## src/rtl/i2c_split_pkg.sv

```systemverilog
// Shared definitions for the split-line I2C responder.
//   state_e    : frame state encoding (IDLE, ADDR, DATA, SKIP, DONE)
//   FRAME_BITS : SCLK rising edges per frame (address byte + data byte)
//   ADDR_BITS  : address / data byte width
package i2c_split_pkg;

  localparam int unsigned FRAME_BITS = 16;
  localparam int unsigned ADDR_BITS  = 8;

  typedef enum logic [2:0] {
    ST_IDLE = 3'd0,
    ST_ADDR = 3'd1,
    ST_DATA = 3'd2,
    ST_SKIP = 3'd3,
    ST_DONE = 3'd4
  } state_e;

endpackage

```

## src/rtl/i2c_sync_edge.sv

```systemverilog
// Multi-stage synchronizer for an asynchronous input with a rising-edge
// pulse derived from the synchronized level.
//   clk     : system clock
//   rst     : synchronous active-high reset (all flops to 0)
//   async_i : asynchronous input
//   level_o : synchronized level (SYNC_STAGES flops deep)
//   rise_o  : one-cycle pulse when level_o goes 0 -> 1
module i2c_sync_edge #(
  parameter int unsigned SYNC_STAGES = 2
) (
  input  logic clk,
  input  logic rst,
  input  logic async_i,
  output logic level_o,
  output logic rise_o
);

  logic [SYNC_STAGES-1:0] sync_q, sync_d;
  logic                   prev_q, prev_d;

  always_comb begin
    sync_d = {sync_q[SYNC_STAGES-2:0], async_i};
    prev_d = sync_q[SYNC_STAGES-1];
  end

  always_ff @(posedge clk) begin
    if (rst) begin
      sync_q <= '0;
      prev_q <= 1'b0;
    end else begin
      sync_q <= sync_d;
      prev_q <= prev_d;
    end
  end

  assign level_o = sync_q[SYNC_STAGES-1];
  assign rise_o  = sync_q[SYNC_STAGES-1] & ~prev_q;

endmodule

```

## src/rtl/i2c_split_responder.sv

```systemverilog
// Responder for the split-line I2C variant (RX in, TX out, SCLK from the
// initiator), running on the local system clock. Receives an 8-bit address
// LSB-first; on a match returns the staged byte LSB-first on TX.
//   CLK, RST    : system clock, synchronous active-high reset
//   SCLK, RX    : asynchronous bus clock and serial address from initiator
//   TX          : serial response data
//   OWN_ADDR    : responder address, used at the address-compare edge
//   DATA_IN/DATA_VALID/DATA_READY : staging-register write handshake
//   RX_ADDR     : last fully received address
//   ADDR_MATCH, FRAME_DONE, FRAME_ERR : one-cycle status pulses
//   BUSY        : high whenever a frame is in progress
//
// state | meaning
// ------+----------------------------------------------------------
// IDLE  | waiting for the first SCLK edge of a frame
// ADDR  | shifting in address bits 1..7
// DATA  | address matched; driving staged byte on TX, edges 8..15
// SKIP  | address did not match; counting edges 8..15 with TX=0
// DONE  | single cycle after edge 15; FRAME_DONE asserted
module i2c_split_responder
  import i2c_split_pkg::*;
#(
  parameter int unsigned SYNC_STAGES    = 2,
  parameter int unsigned TIMEOUT_CYCLES = 1024,
  parameter int unsigned CNT_W          = 11
) (
  input  logic                 CLK,
  input  logic                 RST,
  input  logic                 SCLK,
  input  logic                 RX,
  output logic                 TX,
  input  logic [ADDR_BITS-1:0] OWN_ADDR,
  input  logic [ADDR_BITS-1:0] DATA_IN,
  input  logic                 DATA_VALID,
  output logic                 DATA_READY,
  output logic [ADDR_BITS-1:0] RX_ADDR,
  output logic                 ADDR_MATCH,
  output logic                 FRAME_DONE,
  output logic                 FRAME_ERR,
  output logic                 BUSY
);

  localparam logic [3:0]       LAST_ADDR_BIT = 4'(ADDR_BITS - 1);
  localparam logic [3:0]       LAST_BIT      = 4'(FRAME_BITS - 1);
  localparam logic [CNT_W-1:0] TMO_LOAD      = CNT_W'(TIMEOUT_CYCLES);

  logic sedge;
  logic rx_s;
  logic rx_rise_unused;

  i2c_sync_edge #(.SYNC_STAGES(SYNC_STAGES)) u_sync_sclk (
    .clk     (CLK),
    .rst     (RST),
    .async_i (SCLK),
    .level_o (),
    .rise_o  (sedge)
  );

  i2c_sync_edge #(.SYNC_STAGES(SYNC_STAGES)) u_sync_rx (
    .clk     (CLK),
    .rst     (RST),
    .async_i (RX),
    .level_o (rx_s),
    .rise_o  (rx_rise_unused)
  );

  state_e                 state_q, state_d;
  logic [3:0]             bcnt_q, bcnt_d;
  logic [ADDR_BITS-1:0]   addr_q, addr_d;
  logic [ADDR_BITS-1:0]   rx_addr_q, rx_addr_d;
  logic [ADDR_BITS-1:0]   shift_q, shift_d;
  logic [ADDR_BITS-1:0]   staged_q, staged_d;
  logic                   tx_q, tx_d;
  logic                   match_q, match_d;
  logic                   err_q, err_d;
  logic [CNT_W-1:0]       tmo_q, tmo_d;

  logic                   data_ready;
  logic                   wr;
  logic                   active;
  logic                   timeout;
  logic [ADDR_BITS-1:0]   addr_full;

  always_comb begin
    state_d   = state_q;
    bcnt_d    = bcnt_q;
    addr_d    = addr_q;
    rx_addr_d = rx_addr_q;
    shift_d   = shift_q;
    staged_d  = staged_q;
    tx_d      = tx_q;
    match_d   = 1'b0;
    err_d     = 1'b0;
    tmo_d     = tmo_q;
    addr_full = addr_q;

    data_ready = (state_q != ST_DATA) && (state_q != ST_DONE);
    wr         = DATA_VALID && data_ready;
    if (wr) staged_d = DATA_IN;

    // Down-counter reloaded on every edge; terminal count 1 with no edge
    // this cycle means TIMEOUT_CYCLES edge-free cycles have elapsed.
    active  = (state_q == ST_ADDR) || (state_q == ST_DATA) || (state_q == ST_SKIP);
    timeout = active && !sedge && (tmo_q == CNT_W'(1));
    if (sedge)       tmo_d = TMO_LOAD;
    else if (active) tmo_d = tmo_q - CNT_W'(1);

    case (state_q)
      ST_IDLE: begin
        if (sedge) begin
          addr_d[0] = rx_s;
          bcnt_d    = 4'd1;
          tx_d      = 1'b0;
          state_d   = ST_ADDR;
        end
      end
      ST_ADDR: begin
        if (sedge) begin
          addr_full[bcnt_q[2:0]] = rx_s;
          addr_d = addr_full;
          bcnt_d = bcnt_q + 4'd1;
          tx_d   = 1'b0;
          if (bcnt_q == LAST_ADDR_BIT) begin
            rx_addr_d = addr_full;
            if (addr_full == OWN_ADDR) begin
              // A same-cycle write reaches the shifter directly.
              shift_d = wr ? DATA_IN : staged_q;
              match_d = 1'b1;
              state_d = ST_DATA;
            end else begin
              state_d = ST_SKIP;
            end
          end
        end
      end
      ST_DATA: begin
        if (sedge) begin
          // bcnt 8..15 maps to shift bit 0..7 through its low three bits.
          tx_d   = shift_q[bcnt_q[2:0]];
          bcnt_d = bcnt_q + 4'd1;
          if (bcnt_q == LAST_BIT) state_d = ST_DONE;
        end
      end
      ST_SKIP: begin
        if (sedge) begin
          tx_d   = 1'b0;
          bcnt_d = bcnt_q + 4'd1;
          if (bcnt_q == LAST_BIT) state_d = ST_DONE;
        end
      end
      ST_DONE: begin
        bcnt_d  = 4'd0;
        state_d = ST_IDLE;
      end
      default: begin
        bcnt_d  = 4'd0;
        tx_d    = 1'b0;
        state_d = ST_IDLE;
      end
    endcase

    if (timeout) begin
      err_d   = 1'b1;
      bcnt_d  = 4'd0;
      tx_d    = 1'b0;
      state_d = ST_IDLE;
    end
  end

  always_ff @(posedge CLK) begin
    if (RST) begin
      state_q   <= ST_IDLE;
      bcnt_q    <= 4'd0;
      addr_q    <= '0;
      rx_addr_q <= '0;
      shift_q   <= '0;
      staged_q  <= '0;
      tx_q      <= 1'b0;
      match_q   <= 1'b0;
      err_q     <= 1'b0;
      tmo_q     <= '0;
    end else begin
      state_q   <= state_d;
      bcnt_q    <= bcnt_d;
      addr_q    <= addr_d;
      rx_addr_q <= rx_addr_d;
      shift_q   <= shift_d;
      staged_q  <= staged_d;
      tx_q      <= tx_d;
      match_q   <= match_d;
      err_q     <= err_d;
      tmo_q     <= tmo_d;
    end
  end

  assign TX         = tx_q;
  assign DATA_READY = data_ready;
  assign RX_ADDR    = rx_addr_q;
  assign ADDR_MATCH = match_q;
  assign FRAME_DONE = (state_q == ST_DONE);
  assign FRAME_ERR  = err_q;
  assign BUSY       = (state_q != ST_IDLE);

endmodule
```

## config.mk

```make
export PLATFORM = sky130hd
export DESIGN_NAME = i2c_split_responder
export DESIGN_NICKNAME = d
export VERILOG_FILES = /design/src/rtl/i2c_split_pkg.sv /design/src/rtl/i2c_sync_edge.sv /design/src/rtl/i2c_split_responder.sv
export SDC_FILE = /design/constraint.sdc
export NUM_CORES = 1
export LEC_CHECK = 0
export ABC_CLOCK_PERIOD_IN_PS = 2800
export CAP_MARGIN = 20
export CORE_ASPECT_RATIO = 1.75
export CORE_UTILIZATION = 55
export DETAILED_ROUTE_END_ITERATION = 8
export PLACE_DENSITY = 0.76
export SLEW_MARGIN = 20
export SYNTH_ARGS = -nofsm -noshare
export SYNTH_HDL_FRONTEND = slang
export SYNTH_SLANG_ARGS = --single-unit
```

## constraint.sdc

```tcl
create_clock -name CLK -period 2.8 [get_ports CLK]
set_clock_uncertainty 0.2 [all_clocks]
set_input_delay 0.56 -clock CLK [delete_from_list [all_inputs] [get_ports CLK]]
set_output_delay 0.56 -clock CLK [all_outputs]
set_load 0.01 [all_outputs]
```

# --- Word-level counts from Yosys, hierarchy flattened ---
# Cells that the tools add are included.
op_classes:
  div_mod_pow: 0
  n_reduce_logical: 25
  bitwise_logic: 6
  shift: 0
  n_eq_ne: 18
  n_addsub: 2
  n_mul: 0
  muxes: 26
  order_cmp: 2
op_table:
  columns: ["cell", "n"]
  rows:
  - ["$mux W11", 2]
  - ["$mux W3", 5]
  - ["$eq A11 B1 Y1 const B", 1]
  - ["$sub A11 B1 Y11 const B", 1]
  - ["$ne A2 B1 Y1 const B", 5]
  - ["$mux W1", 9]
  - ["$pmux W3 S3", 1]
  - ["$reduce_and A3 Y1", 3]
  - ["$bwmux W8", 1]
  - ["$eq A8 B8 Y1", 1]
  - ["$mux W4", 2]
  - ["$mux W8", 1]
  - ["$pmux W4 S2", 1]
  - ["$eq A3 B2 Y1 const B", 2]
  - ["$ne A2 B2 Y1 const B", 3]
  - ["$reduce_or A2 Y1", 3]
  - ["$reduce_or A3 Y1", 2]
  - ["$logic_and A1 B1 Y1", 5]
  - ["$not A1 Y1", 5]
  - ["$reduce_and A5 Y1", 1]
  - ["$add A4 B1 Y4 const B", 1]
  - ["$eq A4 B3 Y1 const B", 1]
  - ["$eq A4 B4 Y1 const B", 1]
  - ["$lt A3 B4 Y1 const B", 1]
  - ["other kinds (18)", 21]
word_totals:
  memories: 0
  mem_bits_ro: 0
  out_inout_bits: 14
  in_bits: 21
  latchBits: 0
  ram_bits: 0
  ff_bits: 58
  elab_cells: 94

# --- Depth between registers and ports, before layout ---
# Gate-level depths: netlist of the first run.
logic_depth:
  word_depth: 10
  ltp_mapped: 9
  ltp_nobuf: 7

# --- Modules after synthesis ---
# A second synthesis of the first run with hierarchy kept.
hier_totals:
  cells_unflattened: 301
  area_unflattened_um2: 2856.5
by_module_without_submodules:
  columns: ["mod", "area_each_um2", "n_inst", "cells_each", "seq_area_each_um2"]
  rows:
  - ["i2c_split_responder", 2681.3, 1, 287, 1061.0]
  - ["i2c_sync_edge", 87.6, 2, 7, 60.1]

# --- Worst setup path after synthesis of the first run ---
# No wires, ideal clock.
synth_timing:
  path_type: "flip-flop to flip-flop"
  start: "register bcnt_q[0]"
  end: "register shift_q[0]"
  arrival_ps: 2044
  required_ps: 2479
  synth_period_minus_slack_ps: 2365
  setup_time_ps: 121
  stages_incl_launch_ff: 8
  n_path_buf: 1
  path_slack_ps: 435
  cell_sequence: "dfxtp_1 buf_4 nor3b_2 mux2i_1 a2bb2oi_1 nand4_1 nor3_4 mux2_2"
synth_via:
  elab_chain_len: 7
  word_cells_on_any_way: 9
  classes_between: "order compare: 2; eq/ne: 2; mux: 3; reduce/logical: 2"
synth_rtl:
  columns: ["element", "line_no", "rtl"]
  rows:
  - ["from (decl)", "i2c_split_responder.sv:68", "logic [3:0] bcnt_q, bcnt_d;"]
  - ["from (signal assigned)", "i2c_split_responder.sv:184", "bcnt_q <= bcnt_d;"]
  - ["$lt A3 B4 Y1 (implied by the code) or $ge A3 B1 Y1 (tied branches)", "i2c_split_responder.sv:119", "addr_full[bcnt_q[2:0]] = rx_s;"]
  - ["$logic_and A1 B1 Y1 (implied by the code)", "i2c_split_responder.sv:119", null]
  - ["$mux W1 (implied by the code)", "i2c_split_responder.sv:119", null]
  - ["$demux W1 S3", "i2c_split_responder.sv:119", null]
  - ["$bwmux W8", "i2c_split_responder.sv:119", null]
  - ["$eq A8 B8 Y1", "i2c_split_responder.sv:125", "if (addr_full == OWN_ADDR) begin"]
  - ["$reduce_and A4 Y1 (no source line) *", null, null]
  - ["to (signal assigned)", "i2c_split_responder.sv:187", "shift_q <= shift_d;"]
  - ["to (decl)", "i2c_split_responder.sv:71", "logic [ADDR_BITS-1:0] shift_q, shift_d;"]
# Every way passes the cells marked *; elsewhere a longest branch is shown, timed or not.
# A chain may end at the register's enable or synchronous reset.

# --- Worst setup path after layout of the first run ---
# Ends and elaborated chain as after synthesis.

==> run summary, run 1 <==
The run finished with clean final reports. Counting flops with a built-in enable in the synthesized netlist gives 0. The synthesized design contains 58 register bits. The die covers 5400 µm². The fmax was 379 MHz; the number of H-tree branching levels was 3.

The detailed router finished its first iteration with 59 violations. In the routed layout, each cell is associated on average with a via count of 5.74. In the final routed layout, each cell accounts on average for 14.4 µm. The clock net sink count was 58; the sequential cell area in the final layout was 1160 µm². The total power was 1.75 mW; the largest incremental delay on the critical path was 0.45 ns. Setup violations remaining at the end of the flow were counted as 0. After the flow finishes, the layout carries non-filler instances totaling 412. The maximum buffer depth of the clock tree was 2; the actual slew at the worst max-slew pin was 0.619 ns. The run gives 0 as the count of hold buffers inserted by post-cts repair. In this run the count of I/O pins placed on the die edge is 35. Total power per unit cell area: 507 nW/µm². Synthesis handed over a netlist of 312 instances. Wires add up to 5.93 mm. The later pin in the worst-skew pair is clocked with a latency of 0.33 ns.

The leading register cell type out of synthesis is dfxtp_1. The total track usage was 0.247. The area of the mapped netlist came out at 2800 µm². Max-cap violations in this run came to 0. Leaving out fill and tap cells, the most frequent cell in the layout is dfxtp_1. The count of fill cells added during filler insertion is 406, and the number of library cell types mapped by synthesis is 46. The path class of the tightest hold or removal check is reg -> reg.

The final critical-path share of the clock period is 0.942. TritonCTS built the clock tree. The signal on the critical path passes through buf_4 -> nor3b_4 -> mux2i_1 -> a211oi_1 -> nand4_1 -> nor3_4 -> buf_12 -> mux2_2. The worst setup path is launched from a flip-flop. Number of input and output port buffers inserted: 34.

IR analysis of the VDD net gives a maximum drop of 0.873 mV. Setup total negative slack on the finished layout was measured at 0 ns. The fraction of registers with async set/reset is 0, and the number of global-route vias before repair is 2,386. The run gives 0 as the number of warnings printed during yosys synthesis. The logs give 28 for the pin count of the biggest net entering global routing and 2.82 ns for the data required time at the worst endpoint. The critical path contains buffers and inverters numbering 2 combined. The average cell area after synthesis is 8.99 µm². The ratio of cells with drive above 1 in the final layout came out at 0.126. The signed area change from the synthesized netlist to the final layout was 22.8%. The die width was 56.0 µm. In the layout the commonest cells are 57 x dfxtp_1, 47 x nor2_1, 34 x clkdlybuf4s50_1, 24 x mux2i_1, 18 x nand2_1. The final number of hold-violating endpoints was 0. The number of core rows is 34, and the maximum fanout encountered on the critical timing path is 13. The tools report the remaining routing DRC violations as 0. Gate family responsible for the most delay along the worst path: simple AND/OR/NAND/NOR gates. For the finished layout, the period the worst path requires is 2.64 ns. Once detail routing completed, the nets flagged for antenna violations numbered 0.

The initial antenna violation count came out at 0. The library cell contributing the largest single delay on the critical path is dfxtp_1. For the count of placed standard cells including taps, the log shows 397. The logs give 0 for the final-report max-slew violation count and 0.829 for the final estimated routing congestion in global placement. The area inside the core boundary was 4930 µm². Counting every net in the synthesized netlist gives 336. The multi-input combinational cells in the finished layout cover a total of 1530 µm². Headroom to the max-slew limit: 0.577.

In this run, CTS created clock tree buffers numbering 9. Leakage power total: 1.35 nW. STA classifies the critical path endpoint as a flip-flop.

For the part of the Yosys area used for sequential elements, the log shows 0.414. The net total in the final layout was 378; the floorplan die height was 96.5 µm. The post-CTS clock slew at the launch and capture registers of the worst setup and hold paths works out to 0.06 ns. The type of the setup path with the least slack is reg -> reg.

The residual overflow from global routing is 0. The first detailed-routing pass ran for 4 iterations. Data on the critical path arrives at its endpoint at 2.66 ns.

Setup repair after global routing left no endpoint under its margin. The placed wire-length estimate after detailed placement came out at 4.45 mm. 0 antenna diodes ended up in the layout. The tree is rooted in a clkbuf_8. The starting utilization of the core area was 0.568; the via count of the routed design was 2,365. The first global-routing pass estimated 10.4 mm of wire.
-- kinds of logic after synthesis --
| group | Yosys count | share of synthesized area |
|---|---|---|
| xor gates and xnor gates | 13 | 0.0406 |
| buffers and inverters | 26 | 0.0415 |
| adders and majority gates | 3 | 0.0134 |
| muxes | 33 | 0.122 |
| and+or+nand+nor | 134 | 0.261 |
| AOI/OAI and AO/OA | 45 | 0.108 |
| DFF | 58 | 0.414 |
-- where the power goes --
group / switching, mW / internal (mW)
clock: 0.305 / 0.428
combinational: 0.0735 / 0.0771
sequential: 0.0175 / 0.847
total: 0.396 / 1.35
-- layout make-up --
cell class              instances  area share
clock buffers                  12      0.0421
clock inverters                 3      0.0116
inverters                       6     0.00654
multi-input cells             228       0.443
flip-flops and latches         58       0.337
well taps                      54      0.0196
repair buffers                 51       0.139
-- registers in the layout, indices dropped and copies added, names as in the netlist --
signal              count
tmo_q                  11
FRAME_ERR               1
RX_ADDR                 8
addr_q                  8
staged_q                8
state_q                 3
u_sync_sclk.prev_q      1
bcnt_q                  4
u_sync_rx.sync_q        2
shift_q                 8
TX                      1
u_sync_sclk.sync_q      2
ADDR_MATCH              1
-- worst paths after layout --
path	slack (ns)	end	depth (start not counted)	from
setup reg to reg	0.16	shift_q[0]	8	bcnt_q[0]
setup / recovery	0.16	shift_q[0]	8	bcnt_q[0]
hold reg to reg	0.25	u_sync_rx.sync_q[1]	1	u_sync_rx.sync_q[0]
hold / removal	0.25	u_sync_rx.sync_q[1]	1	u_sync_rx.sync_q[0]
-- worst register-to-register path, delay by kind of cell, from the launching register on --
family                 cells  cell delay [ns]
AO/OA/AOI/OAI              1             0.26
buffers and inverters      2             0.40
flip-flops                 1             0.45
multiplexers               2             0.48
AND/OR/NAND/NOR            3             0.74
-- synth_stat cells, drive strengths merged, types with 3 or more instances --
| master | number | share of area |
|---|---|---|
| mux2i | 24 | 0.086 |
| nand4 | 4 | 0.0089 |
| nor3b | 8 | 0.029 |
| or3 | 5 | 0.011 |
| nor4 | 3 | 0.0067 |
| nand3 | 3 | 0.0054 |
| nand2b | 7 | 0.016 |
| dfxtp | 58 | 0.41 |
| inv | 6 | 0.0080 |
| nor3 | 9 | 0.022 |
| a211oi | 9 | 0.024 |
| xnor2 | 8 | 0.025 |
| buf | 13 | 0.024 |
| clkbuf | 7 | 0.0094 |
| or4 | 4 | 0.011 |
| nand2 | 18 | 0.024 |
| ha | 3 | 0.013 |
| and3b | 4 | 0.012 |
| xor2 | 5 | 0.016 |
| mux2 | 9 | 0.036 |
| o21ai | 11 | 0.020 |
| nor2b | 17 | 0.038 |
| nor2 | 47 | 0.063 |
| a21oi | 8 | 0.014 |
-- per-stage QoR --
step / area, µm² / utilization / setup slack (ns) / hold slack (ns)
6_report: 3440 / 0.698 / 0.162 / 0.248
5_1_grt: 3440 / 0.698 / 0.0129 / 0.271
4_1_cts: 3440 / 0.698 / 0.166 / 0.248
3_5_place_dp: 3260 / 0.660 / -0.0654 / 0.234
3_3_place_gp: 3260 / 0.660 / -0.0388 / 0.221
2_1_floorplan: 2800 / - / 0.435 / 0.214
-- repair_timing --
| item | 4_1_cts | 5_1_grt |
|---|---|---|
| setup endpoints to repair | 0 | 8 |
| buffers inserted | 0 | 0 |
| resized for setup | 0 | 1 |
-- routing by layer --
layer	track usage	share of wire
met1	0.265	0.39
met2	0.440	0.54
met3	0.0692	0.043
met4	0.124	0.028
met5	0	0
(Power assumes the default switching activity.)
==> run 2: changes to the inputs <==
--- a/config.mk
+++ b/config.mk
@@ -7,7 +7,7 @@
 export LEC_CHECK = 0
 export ABC_CLOCK_PERIOD_IN_PS = 2800
 export CAP_MARGIN = 20
-export CORE_ASPECT_RATIO = 1.75
+export CORE_ASPECT_RATIO = 1.5
 export CORE_UTILIZATION = 55
 export DETAILED_ROUTE_END_ITERATION = 8
 export PLACE_DENSITY = 0.76
==> run summary, run 2 (synthesis gave the netlist of run 1 again) <==
The flow ran to the end, and the final reports show no timing, DRC or antenna violations. The tools report the fmax as 381 MHz. The flip-flop count of the largest register after layout is 11. The routed design has 5.89 mm of wire. The floorplan step defined a die boundary enclosing 5390 µm². Traced cell by cell, the critical path runs through nor3b_4 -> mux2i_1 -> a211oi_1 -> nand4_1 -> nor3_4 -> buf_12 -> mux2_2. Max-cap violations in this run came to 0. In this run the core area contains 31 standard-cell rows. The clock net sink count was 58. Routability-driven placement finished with a final weighted congestion of 0.837.

In this design, the stage delay of the slowest critical-path cell is 0.60 ns. The initial antenna violation count is 0. The violation count after the first detailed-route iteration is 83, and the final number of hold-violating endpoints is 0. The first TritonRoute pass finished after 4 iterations. The global-route wire length before repair was 9.95 mm; the number of H-tree branching levels was 3. Entering global routing, the biggest net connects 27 pins.

The leakage power total came out at 1.36 nW. At the pin with the least slew margin, the transition time is 0.574 ns. VDD sags by at most 0.360 mV. Summing over every cut layer, the via total after detailed routing is 2,309. The final critical-path share of the clock period works out to 0.937. CTS placed an instance of clkbuf_8 at the clock tree root. The worst setup path is of the reg -> reg kind. Capturing element type of the critical path: a flip-flop. Setup repair after global routing left no endpoint under its margin. After floorplanning, the core was sized to cover 4850 µm². The tools report the starting utilization of the core area as 0.578. The leading cell type in the layout, fill and taps excluded was dfxtp_1. Area taken by multi-input logic gates: 1530 µm². The ratio of cells with drive above 1 in the final layout works out to 0.124.

The run gives 1160 µm² as the sequential cell area in the final layout. Detailed placement ended at an HPWL of 4.28 mm. The path class of the tightest hold or removal check is reg -> reg. The final layout contains 375 nets.

Library cell contributing the largest single delay on the critical path: dfxtp_1. The signal arrival time at the worst endpoint is 2.65 ns, and the number of nets still failing antenna checks after routing is 0. In this run the tool buffered the top-level ports with 34 buffer cells. The total track usage is 0.249, and the post-CTS clock slew at the launch and capture registers of the worst setup and hold paths is 0.06 ns. The count of fill cells added during filler insertion came out at 397. The residual overflow from global routing was 0. The top cell types in the final layout, fill and taps aside, are 57 x dfxtp_1, 47 x nor2_1, 34 x clkdlybuf4s50_1, 24 x mux2i_1, 18 x nand2_1. Using the TritonRoute via totals, the vias-per-cell ratio works out to 5.47. The remaining routing DRC violations is 0. Data on the critical path is required at its endpoint by 2.82 ns. At the later pin of the worst-skew pair, clock insertion delay measures 0.33 ns. The headroom to the max-slew limit is 0.613. In this run the horizontal extent of the chip is 60.3 µm.

Buffers inserted to repair hold after CTS numbered 0. Final critical path time including I/O delays and setup: 2.62 ns. The tools report the reg2reg setup slack as 0.18 ns. The signed area change from the synthesized netlist to the final layout was 24.3%. The startpoint class of the critical path was a flip-flop. The total power came out at 1.92 mW. Final setup violation count: 0. TritonCTS built the clock tree. Dividing the detail-routed wire length by the instance count gives 14.0 µm. Ranked by flip-flop count, first place goes to tmo_q. The floorplan die height was 89.4 µm; the number of buffers created by CTS was 9.

The number of diodes was 0; the maximum fanout encountered on the critical timing path was 14. Power spread over the standard cell area amounts to 550 nW/µm². The tools report the number of global-route vias before repair as 2,260. The logs give 2 for the maximum buffer depth of the clock tree and 35 for the number of I/O pins. The smallest hold slack was 0.237 ns. The final-report max-slew violation count was 0.
-- run 2: cell count changes in the layout (fill, tap and decap cells not counted) --
cell and change:
clkbuf_1 -1, buf_4 -3, bufinv_16 +2, clkbuf_8 -1
clkinv_2 +1
-- run 2: power breakdown --
part / switching [mW] / internal, mW / leakage (nW)
sequential: 0.0205 / 0.847 / 0.471
combinational: 0.0702 / 0.0750 / 0.768
clock: 0.316 / 0.586 / 0.120
-- run 2: worst max-delay path, delay by kind of cell (launching register included) --
family	cells	cell delay, ns
AND/OR/NAND/NOR	3	0.80
flip-flops	1	0.60
multiplexers	2	0.49
AO/OA/AOI/OAI	1	0.28
buffers and inverters	1	0.15
-- run 2: timing repair --
action / 4_1_cts / 5_1_grt
buffers inserted: 0 / 0
gates resized for setup: 0 / 1
setup endpoints to repair: 0 / 9
-- run 2: layer usage --
layer	GRT usage	part of all wire
met1	0.278	0.42
met4	0.142	0.021
met3	0.0405	0.018
met2	0.438	0.54
met5	0	0
-- run 2: metrics by stage --
step           utilization  setup TNS, ns  std cells  setup slack, ns  instance area, µm²
2_1_floorplan            -              0        312            0.435                2800
3_3_place_gp         0.670        -0.0934        406          -0.0121                3250
3_5_place_dp         0.670         -0.368        406          -0.0517                3250
4_1_cts              0.718              0        422           0.0469                3480
5_1_grt              0.719              0        422           0.0510                3480
6_report             0.719              0        422            0.176                3480
-- run 2: final timing paths --
kind,from,end,depth (start not counted)
hold / removal,u_sync_sclk.sync_q[0],u_sync_sclk.sync_q[1],1
setup / recovery,bcnt_q[1],shift_q[0],7
hold reg to reg,u_sync_sclk.sync_q[0],u_sync_sclk.sync_q[1],1
setup reg to reg,bcnt_q[1],shift_q[0],7
-- run 2: area by class of cell --
| class | instances | area share |
|---|---|---|
| multi-input combinational | 228 | 0.438 |
| sequential | 58 | 0.334 |
| timing repair buffer | 48 | 0.131 |
| clock buffer | 10 | 0.0366 |
| clock inverter | 6 | 0.0302 |
| tap | 66 | 0.0237 |
| inverter | 6 | 0.00646 |
==> run 3: changes to the inputs <==
--- a/config.mk
+++ b/config.mk
@@ -9,6 +9,7 @@
 export CAP_MARGIN = 20
 export CORE_ASPECT_RATIO = 1.5
 export CORE_UTILIZATION = 55
+export CTS_CLUSTER_DIAMETER = 200
 export DETAILED_ROUTE_END_ITERATION = 8
 export PLACE_DENSITY = 0.76
 export SLEW_MARGIN = 20
==> results of run 3 <==
Same layout as run 2: the final DEF is identical, and so are final timing and power.
